**src/rtl/mem_pkg.sv**
```systemverilog
// mem_pkg: op encodings, error codes and FSM states shared by the execute, memory
// and writeback stages.
package mem_pkg;
    localparam int unsigned MEM_WORDS   = 256;
    localparam int unsigned STACK_BASE  = 192;
    localparam int unsigned STACK_DEPTH = 64;

    typedef enum logic [2:0] {
        OP_NONE  = 3'd0,
        OP_LOAD  = 3'd1,
        OP_STORE = 3'd2,
        OP_PUSH  = 3'd3,
        OP_POP   = 3'd4
    } op_e;

    typedef enum logic [1:0] {
        ERR_MISALIGN  = 2'd0,
        ERR_RANGE     = 2'd1,
        ERR_OVERFLOW  = 2'd2,
        ERR_UNDERFLOW = 2'd3
    } err_e;

    typedef enum logic [1:0] {
        S_IDLE  = 2'd0,
        S_ISSUE = 2'd1,
        S_WAIT  = 2'd2
    } state_e;

    // Codes 5-7 carry no meaning and are folded onto NONE.
    function automatic op_e decode_op(input logic [2:0] op);
        return (op > 3'd4) ? OP_NONE : op_e'(op);
    endfunction
endpackage

```
**src/rtl/mem_access_unit_stack_ptr.sv**
```systemverilog
// stack_ptr: word-index stack pointer with full/empty flags used by the overflow and
// underflow checks.
module stack_ptr #(
    parameter int unsigned BASE  = 192,
    parameter int unsigned DEPTH = 64
) (
    input  logic        clk,
    input  logic        rst,
    input  logic        inc,
    input  logic        dec,
    output logic [31:0] sp,
    output logic        full,
    output logic        empty
);
    always_ff @(posedge clk) begin
        if (rst) sp <= 32'(BASE);
        else if (inc) sp <= sp + 32'd1;
        else if (dec) sp <= sp - 32'd1;
    end

    assign full  = sp == 32'(BASE + DEPTH);
    assign empty = sp == 32'(BASE);
endmodule

```
**src/rtl/mem_access_unit.sv**
```systemverilog
// mem_access_unit: memory-stage controller; checks and issues one request at a time,
// owns the stack pointer and returns load/pop/ALU results to writeback.
module mem_access_unit
    import mem_pkg::*;
#(
    parameter int unsigned MEM_WORDS   = mem_pkg::MEM_WORDS,
    parameter int unsigned STACK_BASE  = mem_pkg::STACK_BASE,
    parameter int unsigned STACK_DEPTH = mem_pkg::STACK_DEPTH
) (
    input  logic        clk,
    input  logic        rst,
    input  logic        in_valid,
    output logic        in_ready,
    input  logic [2:0]  in_op,
    input  logic [31:0] in_addr,
    input  logic [31:0] in_data,
    input  logic [4:0]  in_rd,
    input  logic        in_wb_en,
    output logic        mem_read,
    output logic        mem_write,
    output logic [31:0] mem_addr,
    output logic [31:0] mem_wdata,
    input  logic [31:0] mem_rdata,
    output logic        wb_valid,
    output logic        wb_we,
    output logic [4:0]  wb_rd,
    output logic [31:0] wb_data,
    output logic        err,
    output logic [1:0]  err_code,
    output logic [31:0] sp
);
    state_e      state, nxt;
    op_e         r_op;
    logic [31:0] r_addr, r_data;
    logic [4:0]  r_rd;
    logic        r_wb_en, r_bad;
    err_e        r_code;
    op_e         op_n;
    logic        mem_op, mis, oor, ovf, unf, bad, accept;
    err_e        code;
    logic        full, empty, good, inc, dec, wb_none, in_wait;

    stack_ptr #(.BASE(STACK_BASE), .DEPTH(STACK_DEPTH)) u_sp (
        .clk  (clk),
        .rst  (rst),
        .inc  (inc),
        .dec  (dec),
        .sp   (sp),
        .full (full),
        .empty(empty)
    );

    // Checks run against the live sp, which is stable while IDLE.
    always_comb begin
        op_n   = decode_op(in_op);
        mem_op = op_n == OP_LOAD || op_n == OP_STORE;
        mis    = mem_op && |in_addr[1:0];
        oor    = mem_op && {2'b00, in_addr[31:2]} >= 32'(MEM_WORDS);
        ovf    = op_n == OP_PUSH && full;
        unf    = op_n == OP_POP && empty;
        bad    = mis | oor | ovf | unf;
        code   = mis ? ERR_MISALIGN : oor ? ERR_RANGE : ovf ? ERR_OVERFLOW : ERR_UNDERFLOW;
        accept = state == S_IDLE && in_valid;
    end

    always_ff @(posedge clk) begin
        if (rst) begin
            r_op    <= OP_NONE;
            r_addr  <= '0;
            r_data  <= '0;
            r_rd    <= '0;
            r_wb_en <= 1'b0;
            r_bad   <= 1'b0;
            r_code  <= ERR_MISALIGN;
        end else if (accept) begin
            r_op    <= op_n;
            r_addr  <= in_addr;
            r_data  <= in_data;
            r_rd    <= in_rd;
            r_wb_en <= in_wb_en;
            r_bad   <= bad;
            r_code  <= code;
        end
    end

    always_ff @(posedge clk) begin
        if (rst) state <= S_IDLE;
        else state <= nxt;
    end

    always_comb begin
        nxt = state == S_IDLE  ? (in_valid ? S_ISSUE : S_IDLE) :
              state == S_ISSUE ? ((!r_bad && (r_op == OP_LOAD || r_op == OP_POP)) ? S_WAIT : S_IDLE) :
                                 S_IDLE;
    end

    assign good = state == S_ISSUE && !r_bad;
    assign inc  = good && r_op == OP_PUSH;
    assign dec  = good && r_op == OP_POP;

    // Memory-side outputs are all zero outside a legal ISSUE; POP addresses the slot below sp.
    always_comb begin
        in_ready  = state == S_IDLE;
        mem_read  = good && (r_op == OP_LOAD || r_op == OP_POP);
        mem_write = good && (r_op == OP_STORE || r_op == OP_PUSH);
        mem_addr  = !good              ? 32'd0 :
                    r_op == OP_PUSH    ? sp << 2 :
                    r_op == OP_POP     ? (sp - 32'd1) << 2 :
                    (r_op == OP_LOAD || r_op == OP_STORE) ? r_addr : 32'd0;
        mem_wdata = mem_write ? r_data : 32'd0;
        wb_none   = good && r_op == OP_NONE;
        in_wait   = state == S_WAIT;
        wb_valid  = wb_none | in_wait;
        wb_we     = in_wait | (wb_none & r_wb_en);
        wb_rd     = wb_valid ? r_rd : 5'd0;
        wb_data   = in_wait ? mem_rdata : wb_none ? r_addr : 32'd0;
        err       = state == S_ISSUE && r_bad;
        err_code  = err ? r_code : ERR_MISALIGN;
    end
endmodule
```
**config.mk**
```make
export PLATFORM = sky130hd
export DESIGN_NAME = mem_access_unit
export DESIGN_NICKNAME = d
export VERILOG_FILES = /design/src/rtl/mem_pkg.sv /design/src/rtl/mem_access_unit_stack_ptr.sv /design/src/rtl/mem_access_unit.sv
export SDC_FILE = /design/constraint.sdc
export NUM_CORES = 1
export LEC_CHECK = 0
export CORE_ASPECT_RATIO = 1.1
export CORE_UTILIZATION = 43
export CTS_CLUSTER_DIAMETER = 120
export CTS_CLUSTER_SIZE = 24
export DETAILED_ROUTE_END_ITERATION = 16
export PLACE_DENSITY = 0.79
export REMOVE_ABC_BUFFERS = 1
export SKIP_LAST_GASP = 1
export SLEW_MARGIN = 20
export SYNTH_ARGS = -nofsm -noshare
export SYNTH_HDL_FRONTEND = slang
export SYNTH_HIERARCHICAL = 1
export SYNTH_SLANG_ARGS = --single-unit
```
**constraint.sdc**
```tcl
create_clock -name clk -period 4.04 [get_ports clk]
set_clock_uncertainty 0.05 [all_clocks]
set_input_delay 1.01 -clock clk [delete_from_list [all_inputs] [get_ports clk]]
set_output_delay 1.01 -clock clk [all_outputs]
set_load 0.01 [all_outputs]
```
# Yosys cells after proc, flatten, opt, wreduce, memory -nomap -nowiden
# Cells that the tools add are included.
# totals
reg_bits	110
# op_classes
n_reduce_logical	22
add_sub_neg	2
n_eq_ne	12
n_mux	19
n_lt_le_gt_ge	2
bitwise_logic	6
# op_table
op	n
2-to-1 mux 32 bit	9
adder 32 x 1 -> 32 bit, second input constant	1
equality test 32 x 8 -> 1 bit, second input constant	1
equality test 32 x 9 -> 1 bit, second input constant	1
subtractor 32 x 1 -> 32 bit, second input constant	1
greater-or-equal comparator 30 x 9 -> 1 bit, second input constant	1
logical AND 1 bit	13
equality test 3 x 2 -> 1 bit, second input constant	4
2-to-1 mux 2 bit	6
equality test 3 x 1 -> 1 bit, second input constant	2
equality test 3 bit, second input constant	2
2-to-1 mux 5 bit	1
OR 1 bit	5
logical OR 1 bit	4
greater-than comparator 3 bit, second input constant	1
logical NOT 3 bit	1
2-to-1 mux 3 bit	1
equality test 2 x 1 -> 1 bit, second input constant	1
equality test 2 bit, second input constant	1
logical NOT 2 bit	1
2-to-1 mux 1 bit	2
nonzero test 2 bit	1
OR reduction 2 bit	1
AND 1 bit	1
logical NOT 1 bit	1

# Depth between registers and ports, before layout
# Gate-level depths: netlist (run 1).
# depth
depth_word	8
depth_mapped	16

# Modules after synthesis
# The synthesis (run 1) kept the hierarchy.
# by_module_without_submodules
module	cells_per_inst	area_per_inst_um2	instances
mem_access_unit	653	4649.5	1
stack_ptr	372	2860.2	1

# Worst setup path after synthesis (run 1)
# Ideal clock, no wire load.
# synth_path
kind	register to register
startpoint	register state[0]
endpoint	register u_sp.sp[31]
synth_period_minus_slack_ps	4311
required_time_ps	3911
stages_incl_launch_ff	15
arrival_time_ps	4182
slack_ps	-271
path_buffers	1
cell_sequence	dfxtp_1 nor3b_1 nand3_1 inv_1 buf_2 inv_1 ha_1 a21oi_2 o21ai_2 o41a_1 or3_4 o221ai_4 a31oi_2 or4_1 o211ai_1
# synth_between
elab_chain_cells	4
word_cells_on_any_way	6
# synth_rtl
element	line	source
start, declared	mem_access_unit.sv:32	state_e state, nxt;
start signal, assigned	mem_access_unit.sv:88	else state <= nxt;
equality test 2 x 1 -> 1 bit (*)	mem_access_unit.sv:97	assign good = state == S_ISSUE && !r_bad;
logical AND 1 bit (*)	mem_access_unit.sv:97	
logical AND 1 bit (*)	mem_access_unit.sv:98	assign inc = good && r_op == OP_PUSH;
named net inc	mem_access_unit.sv:41	logic full, empty, good, inc, dec, wb_none, in_wait;
2-to-1 mux 32 bit / nonzero test 2 bit (equally long branches)	--	
end signal, assigned	mem_access_unit_stack_ptr.sv:16	if (rst) sp <= 32'(BASE);
end signal, assigned	mem_access_unit_stack_ptr.sv:17	else if (inc) sp <= sp + 32'd1;
end signal, assigned	mem_access_unit_stack_ptr.sv:18	else if (dec) sp <= sp - 32'd1;
end, declared	mem_access_unit_stack_ptr.sv:11	output logic [31:0] sp,
# Mark *: on every way through the listed nets, which the timed path passes. The rest lies on a longest branch.
# A chain may end at the register's enable or synchronous reset.

# Worst setup path after layout (run 1)
# layout_path
startpoint	register u_sp.sp[2]
endpoint	output mem_addr[21]
# layout_between
elab_chain_cells	4
# layout_rtl
element	line	source
subtractor 32 x 1 -> 32 bit	--	
2-to-1 mux 32 bit	mem_access_unit.sv:108	r_op == OP_POP ? (sp - 32'd1) << 2 :
2-to-1 mux 32 bit	mem_access_unit.sv:107	r_op == OP_PUSH ? sp << 2 :
2-to-1 mux 32 bit	mem_access_unit.sv:106	mem_addr = !good ? 32'd0 :
end, declared	mem_access_unit.sv:21	output logic [31:0] mem_addr,
# No other way between the ends.

==> results of run 1 <==
## worst max-delay path by stage
stage | to | slack [ns] | cells after the start
2_1_floorplan | u_sp/sp[31]$_SDFFE_PP0P_ | -0.30 | 13
3_3_place_gp | mem_addr[20] | 0.36 | 6
3_5_place_dp | mem_addr[20] | 0.34 | 6
4_1_cts | mem_addr[20] | 0.02 | 7
5_1_grt | mem_addr[24] | -0.05 | 7
6_report | mem_addr[21] | 0.04 | 6
## where the power goes
part / leakage, nW / switching, W / internal (W)
sequential: 0.900 / 0.0000357 / 0.00113
clock: 0.145 / 0.000456 / 0.000453
combinational: 3.01 / 0.000188 / 0.000194
## registers in the layout, indices dropped and copies added, names as in the netlist
| name | count |
|---|---|
| r_addr | 32 |
| r_data | 32 |
| u_sp/sp | 32 |
| r_rd | 5 |
| r_op | 3 |
| r_code | 2 |
| state | 2 |
| r_bad | 1 |
| r_wb_en | 1 |
## worst max-delay path, delay by kind of cell (launching register included)
family | cells | cell delay [ns]
flip-flops | 1 | 0.32
AO/OA/AOI/OAI | 2 | 0.48
buffers and inverters | 2 | 0.79
AND/OR/NAND/NOR | 2 | 0.98
## synth_stat cells (4+ instances only)
cell | count | area (um^2)
nand2_1 | 210 | 788
a31oi_1 | 6 | 37.5
or4_1 | 7 | 52.6
or2_2 | 5 | 31.3
xor2_1 | 10 | 87.6
and3_1 | 7 | 43.8
buf_2 | 5 | 25.0
xnor2_1 | 16 | 140
nor2b_1 | 12 | 75.1
a21o_1 | 9 | 67.6
o21a_1 | 4 | 30.0
clkbuf_1 | 53 | 199
a21oi_1 | 124 | 621
a22oi_1 | 7 | 52.6
o21ai_0 | 41 | 205
o211ai_1 | 17 | 128
o31ai_1 | 6 | 45.0
nand4_1 | 8 | 50.1
nand3b_1 | 11 | 82.6
o22ai_1 | 5 | 31.3
a22o_1 | 33 | 289
ha_1 | 31 | 388
a221o_1 | 6 | 60.1
dfxtp_1 | 110 | 2200
a211oi_1 | 9 | 67.6
nor3_1 | 20 | 100
a32oi_1 | 5 | 43.8
and2_1 | 40 | 250
buf_1 | 5 | 18.8
nor2_1 | 62 | 233
nor3b_1 | 6 | 45.0
nand3_1 | 22 | 110
nor4_1 | 20 | 125
inv_1 | 11 | 41.3
or3_1 | 10 | 62.6
## metal layers
layer  wire length (um)  GRT usage [%]
met5                  0              0
met4                937           13.3
met3               2180           5.31
met2              12800           48.8
met1              11300           37.8
## layout make-up
cell class	count	area (um^2)	area share, %
inverter	11	41.3	0.384
sequential	110	2210	20.5
clock buffer	10	239	2.22
tap	234	293	2.73
timing repair buffer	290	2840	26.4
multi-input combinational	840	5060	47.1
clock inverter	6	61.3	0.571
## repair_timing
| item | 4_1_cts | 5_1_grt |
|---|---|---|
| endpoints found under the setup margin | 4 | 15 |
| gates resized for setup | 2 | 14 |
| setup buffers | 1 | 2 |
| pin swaps | 1 | 1 |
## metrics by stage
step / TNS, ns / std cells
finish: 0 / 1501
global route: -0.151 / 1501
CTS: 0 / 1499
detailed placement: 0 / 1482
global placement: 0 / 1482
floorplan: -0.808 / 961
## logic make-up after synthesis
| group | Yosys count | synth area share (%) |
|---|---|---|
| buffers and inverters | 75 | 3.93 |
| muxes | 3 | 0.400 |
| AOI/OAI and AO/OA | 316 | 27.8 |
| xor gates and xnor gates | 26 | 3.03 |
| and+or+nand+nor | 463 | 30.1 |
| adders and majority gates | 32 | 5.43 |
| DFF | 110 | 29.3 |
==> flow_results.org, run 1 <==
** Cells and area
- Final Instance Area :: 10,700 um^2
- Fill cell total of the finished layout :: 1,543
- At the end of the flow the core is filled with cells to 62.9%.
- Cells with a size suffix above 1 make up 8.37% of the layout.
- Number of antenna cells inserted :: 0
- Area delta synth->final :: 43.0%
- Final net count :: 1,402
- The library cell used most frequently in the layout, excluding fill and tap cells, is clkdlybuf4s50_1.
- The top cell types in the final layout, fill and taps aside, are 245 x clkdlybuf4s50_1, 208 x nand2_1, 124 x a21oi_1, 107 x dfxtp_1, 58 x nor2_1.

** Placed design
- Once placement finished, the instance area stood at 10,400 um^2.
- OpenSTA, run right after detailed placement, puts the worst setup slack at 0.336 ns.
- Global placement routability congestion :: 0.930
- PortBufs :: 248
- After legalization and detailed placement, the total HPWL measured 20.4 mm.

** Flow run
- Max cap viols :: 0

** Floorplanning
- Initial standard-cell utilization of the core :: 44.0%
- After floorplanning, the core was sized to cover 17,100 um^2.
- The floorplan step set the die height to 141 um.
- In this run the core area contains 50 standard-cell rows.
- I/O pin cnt :: 249
- In this run the horizontal extent of the chip is 128 um.
- Area enclosed by the die boundary :: 18,000 um^2

** Drt
- After detailed routing, the number of remaining DRC violations is 0.
- The count of nets left with antenna violations once routing finished came out at 0.
- In this run, the number of DRC markers left after iteration 0 of detailed routing was 629.
- Vias after detailed routing :: 8,675
- For this block, the routed nets add up to 27.2 mm of wire.
- Post-detailed-route wirelength per cell :: 18.1 um
- Before antenna repair, the detailed router went through 7 iterations.
- Via-per-instance ratio :: 5.78

** Pwr
- Peak ir drop on the vdd network :: 0.188 mV
- Tot Pwr :: 0.00246 W
- Static leakage power :: 4.05 nW
- Dividing total power by cell area gives a power density of 229 nW/um^2.

** Global route
- After global routing the overflow that remains totals 0.
- Initial antenna violation count :: 0
- Wire length of the first global-routing pass :: 42.3 mm
- Number of global-route vias before repair :: 7,915
- Pin count of the biggest net entering global routing :: 63
- Global routing usage summed across all routing layers :: 29.7%

** Setup path
- For this run, the slowest stage of the critical path takes 0.64 ns.
- Startpoint kind of the worst setup timing path :: flip-flop
- FF-to-FF End :: u_sp/sp[26]$_SDFFE_PP0P_
- Of all nets on the critical path, the largest fanout is 10.
- Critical path start-end classification :: flip-flop to output pin
- Start of the worst register-to-register path :: r_op[0]$_SDFFE_PP0P_
- CP Launch Point :: u_sp/sp[2]$_SDFFE_PP0P_
- For the worst setup path, the data required time is 2.98 ns.
- Reg2Reg Depth :: 14
- Among all stages on the critical path, the largest delay is contributed by or4_1.
- Traced cell by cell, the critical path runs through buf_4 -> or4_1 -> nor2_1 -> a32oi_1 -> o21ai_0 -> clkdlybuf4s50_1.
- Data arrives at the worst endpoint at 2.94 ns.
- Setup slack on the worst flop-to-flop path :: 0.32 ns
- Capturing element type of the critical path :: output pin

** Worst hold path
- Hold Path Depth :: 2
- The worst hold path begins at r_data[15]$_SDFFE_PP0P_.
- Kind of path behind the tightest hold check :: flip-flop to flip-flop
- Hold path endpoint :: r_data[15]$_SDFFE_PP0P_

** Timing
- The smallest clock period supported by the final layout is computed as 4.00 ns.
- Setup repair after global routing could not meet its margin everywhere.
- Final hold violation count :: 0
- Worst slew margin relative to its limit :: 44.8%
- Final worst hold slack :: 0.401 ns
- Across all setup checks in the final design, the least slack found is 0.0361 ns.
- After layout, the worst path uses 99.1% of the clock period.
- Max Freq :: 0.250 GHz
- At the pin with the least slew margin, the transition time is 0.824 ns.
- Total count of max-transition violations in the final report :: 0
- Final setup violation count :: 0

** Yosys
- Yosys synthesis warning count :: 6
- The synthesized design contains 0 enable-type register cells.
- Counting flops and latches in the post-synthesis netlist gives 110.
- Counting every instance in the synthesized netlist gives 1,025.
- Async set or reset register ratio after synthesis :: 0%
- Most used flip-flop cell after synthesis :: dfxtp_1
- Post-synth design cell area :: 7510 um^2
- Post-synth cell types :: 80
- Mapped Avg Cell Area :: 7.33 um^2
- Portion of the post-synthesis area used by sequential elements :: 29.3%

** Clock network
- TritonCTS built the clock tree.
- CTS built an H-tree with a depth of 3.
- Clock tree synthesis inserted a total of 9 buffers.
- CTS placed an instance of clkbuf_16 at the clock tree root.
- # clock sinks :: 110
- In this run the deepest clock path goes through 2 buffers.
- After clock tree synthesis, the clock-pin slew on the worst setup and hold paths is 0.08 ns.
- Hold buffer count at cts :: 0
- The later pin in the worst-skew pair is clocked with a latency of 0.36 ns.

** Outcome
- Result of the run :: completed
(Power assumes the default switching activity.)
==> run 2, diff against run 1 <==
- MAX_ROUTING_LAYER: unset -> met4
==> run 2 against run 1 <==
Net effect:
- core utilization is 0.088 points higher
- cell count unchanged
- count of clock-buffer cells in the layout is the same
- setup slack better by 0.043 ns
- sequential power is essentially flat
- non-clock buffer count unchanged
- clock power is 0.6% higher
- first-iteration DRC count is 17% higher
- power grew 0.13%
- maximum frequency increased by 1.1%
- wire length is 0.26% lower
- critical endpoint is now mem_addr[16]
- largest power group unchanged
==> flow_results.org, run 2 (synthesized netlist as in run 1, its figures left out) <==
** Setup path
- Start of the worst register-to-register path :: r_op[1]$_SDFFE_PP0P_
- At the worst endpoint, the arrival time is 2.90 ns.
- Cell with the biggest individual delay on the critical path :: or3b_2
- At the worst endpoint, the required time is 2.98 ns.
- Cell Chain, Critical Path :: buf_4 -> inv_1 -> ha_1 -> or3b_2 -> nor4_1 -> o21ai_0 -> a221o_1 -> clkdlybuf4s50_1
- Of all nets on the critical path, the largest fanout is 9.
- In this run the worst setup path begins at u_sp/sp[0]$_SDFFE_PP0P_.
- Startpoint kind of the worst setup timing path :: flip-flop
- By startpoint and endpoint, the worst setup path is classified as flip-flop to output pin.
- Capturing element type of the critical path :: output pin
- Worst path max stage delay :: 0.51 ns
- Reg2Reg Depth :: 14

** Worst hold path
- The tightest min-delay check is of the flip-flop to flip-flop type.
- The startpoint identified for the worst hold timing path is r_data[25]$_SDFFE_PP0P_.
- The worst hold path was traced through 2 stages.

** Global route
- Number of global-route vias before repair :: 7,685
- Overflow after GRT :: 0
- Pin count of the biggest net entering global routing :: 62
- Global routing used 30.1% of the available tracks.
- Wire length of the first global-routing pass :: 41.5 mm
- The initial antenna violation count was 0.

** Pwr
- In this run the power spent charging and discharging nets is 0.000681 W.
- Sequential power share :: 47.4%
- Internal power consumption :: 0.00178 W
- Static leakage power :: 4.12 nW
- In this run the power density over the cells is 229 nW/um^2.
- Per report_power, the combinational group accounts for 15.5% of the total.
- Sw Share :: 27.7%
- Peak ir drop on the vdd network :: 0.178 mV
- The clock network is responsible for 37.1% of the overall power.

** Clock network
- After clock tree synthesis, the clock-pin slew on the worst setup and hold paths is 0.07 ns.
- Cts bufs inserted :: 9
- The tree is rooted in a clkbuf_16.
- # clock sinks :: 110
- The later pin in the worst-skew pair is clocked with a latency of 0.36 ns.
- Hold buffer count at cts :: 0
- In this run the deepest clock path goes through 2 buffers.
- CTS built an H-tree with a depth of 3.
- TritonCTS clock tree :: done

** Cells and area
- Final Instance Count excl. Fillers :: 1,501
- Footprint of the multi-input gates :: 5060 um^2
- The final layout contains 1,402 nets.
- The repair_antennas step left the layout with diodes totalling 0.
- Commonest non-fill, non-tap cell in the layout :: clkdlybuf4s50_1
- Leading registers by flop count :: r_addr (32), r_data (32), u_sp/sp (32)
- Sequential Area :: 2200 um^2
- From synthesis to final layout, the design area changed by 43.2%.
- The layout has 1,549 filler cells.
- In the layout the commonest cells are 242 x clkdlybuf4s50_1, 208 x nand2_1, 124 x a21oi_1, 109 x dfxtp_1, 59 x nor2_1.
- The post-route netlist has 8.13% of its cells at a drive strength greater than 1.
- Final core utilization :: 63.0%

** Timing
- Final worst hold slack :: 0.402 ns
- The worst path needs 3.96 ns of the cycle, external delays included.
- Setup repair after global routing could not meet its margin everywhere.
- Measured against its own limit, the worst slew margin works out to 44.2%.
- Fin crit share :: 98.0%
- The number of failing hold endpoints at the final stage is 0.
- At the pin with the least slew margin, the transition time is 0.836 ns.
- Final setup violation count :: 0
- Static timing analysis puts the maximum clock frequency at 0.252 GHz.
- Total count of max-transition violations in the final report :: 0

** Floorplanning
- In this run the standard cell core region covers 17,100 um^2.
- Measured along the y axis, the die boundary spans 141 um.
- Die width :: 128 um
- Row generation in the floorplan step produced 50 rows.
- I/O pin cnt :: 249
- For this configuration, the core starts out at a cell density of 44.0%.
- The floorplan step defined a die boundary enclosing 18,000 um^2.

** Drt
- Across all layers, the routed design uses 8,645 vias.
- Starting DRC count in detailed routing :: 738
- Once detail routing completed, the nets flagged for antenna violations numbered 0.
- DRT Pass-1 Iters :: 5
- The routed design has 27.2 mm of wire.
- Post-detailed-route wirelength per cell :: 18.1 um
- Count of unresolved DRC violations after routing :: 0
- Using the TritonRoute via totals, the vias-per-cell ratio works out to 5.76.

** Placed design
- After detailed placement, the design holds a cell count of 1,482.
- Placed wire-length estimate after detailed placement :: 20.4 mm
- The congestion estimate from routability-driven global placement came to 0.950.
- PortBufs :: 248

** Flow run
- Max-cap violations in this run came to 0.

** Outcome
- The run finished with clean final reports.
-- run 2: cell types whose count changed in the layout (fill, tap and decap cells not counted), moves of 2 or more --
cell,before,now
clkdlybuf4s50_1,245,242
dfxtp_1,107,109
dfxtp_2,3,1
dlymetal6s2s_1,2,5
-- run 2: final cells by class --
class	count	share of cell area (%)
multi-input cells	840	47.0
repair buffers	290	26.6
flip-flops and latches	110	20.5
well taps	234	2.72
clock buffers	10	2.22
clock inverters	6	0.582
inverters	11	0.384
-- run 2: power by group through the flow --
| stage | registers [W] | clock network [W] | logic, W |
|---|---|---|---|
| 5_1_grt | 0.00117 | 0.000974 | 0.000414 |
| 2_1_floorplan | 0.00118 | 0 | 0.000159 |
| 4_1_cts | 0.00117 | 0.000929 | 0.000380 |
| 3_5_place_dp | 0.00119 | 0 | 0.000377 |
| 6_report | 0.00117 | 0.000914 | 0.000380 |
| 3_3_place_gp | 0.00119 | 0 | 0.000373 |
-- run 2: worst max-delay path, delay by kind of cell (launching register included) --
family | cells | cell delay, ns
simple gates | 2 | 0.74
compound gates | 2 | 0.49
fa+ha+maj | 1 | 0.21
flops | 1 | 0.32
buf+inv | 3 | 0.77
-- run 2: metal layers --
metal	vias to the layer above	GRT usage [%]	wire (um)
li1	4208	-	-
met1	4041	37.6	11700
met2	343	49.6	12800
met3	53	4.55	1840
met4	0	10.0	779
met5	-	-	0
-- run 2: timing repair --
item / in CTS / in global routing
setup endpoints to repair: 3 / 12
pin swaps: 1 / 1
setup buffers: 1 / 2
gates resized for setup: 1 / 16
-- run 2: through the flow --
step,power (W),area [um^2],setup TNS (ns),setup slack (ns)
final,0.00246,10800,0,0.0795
after CTS,0.00247,10700,0,0.00655
after detailed placement,0.00157,10400,0,0.333
after global routing,0.00256,10800,-0.0363,-0.0363
after floorplan,0.00134,7260,-0.808,-0.296
after global placement,0.00156,10400,0,0.377
-- run 2: path summary, 6_finish.rpt --
path         slack (ns)                       end
min reg2reg        0.40   r_data[25]$_SDFFE_PP0P_
max reg2reg        0.35  u_sp/sp[21]$_SDFFE_PP0P_
min                0.40   r_data[25]$_SDFFE_PP0P_
max                0.08              mem_addr[16]
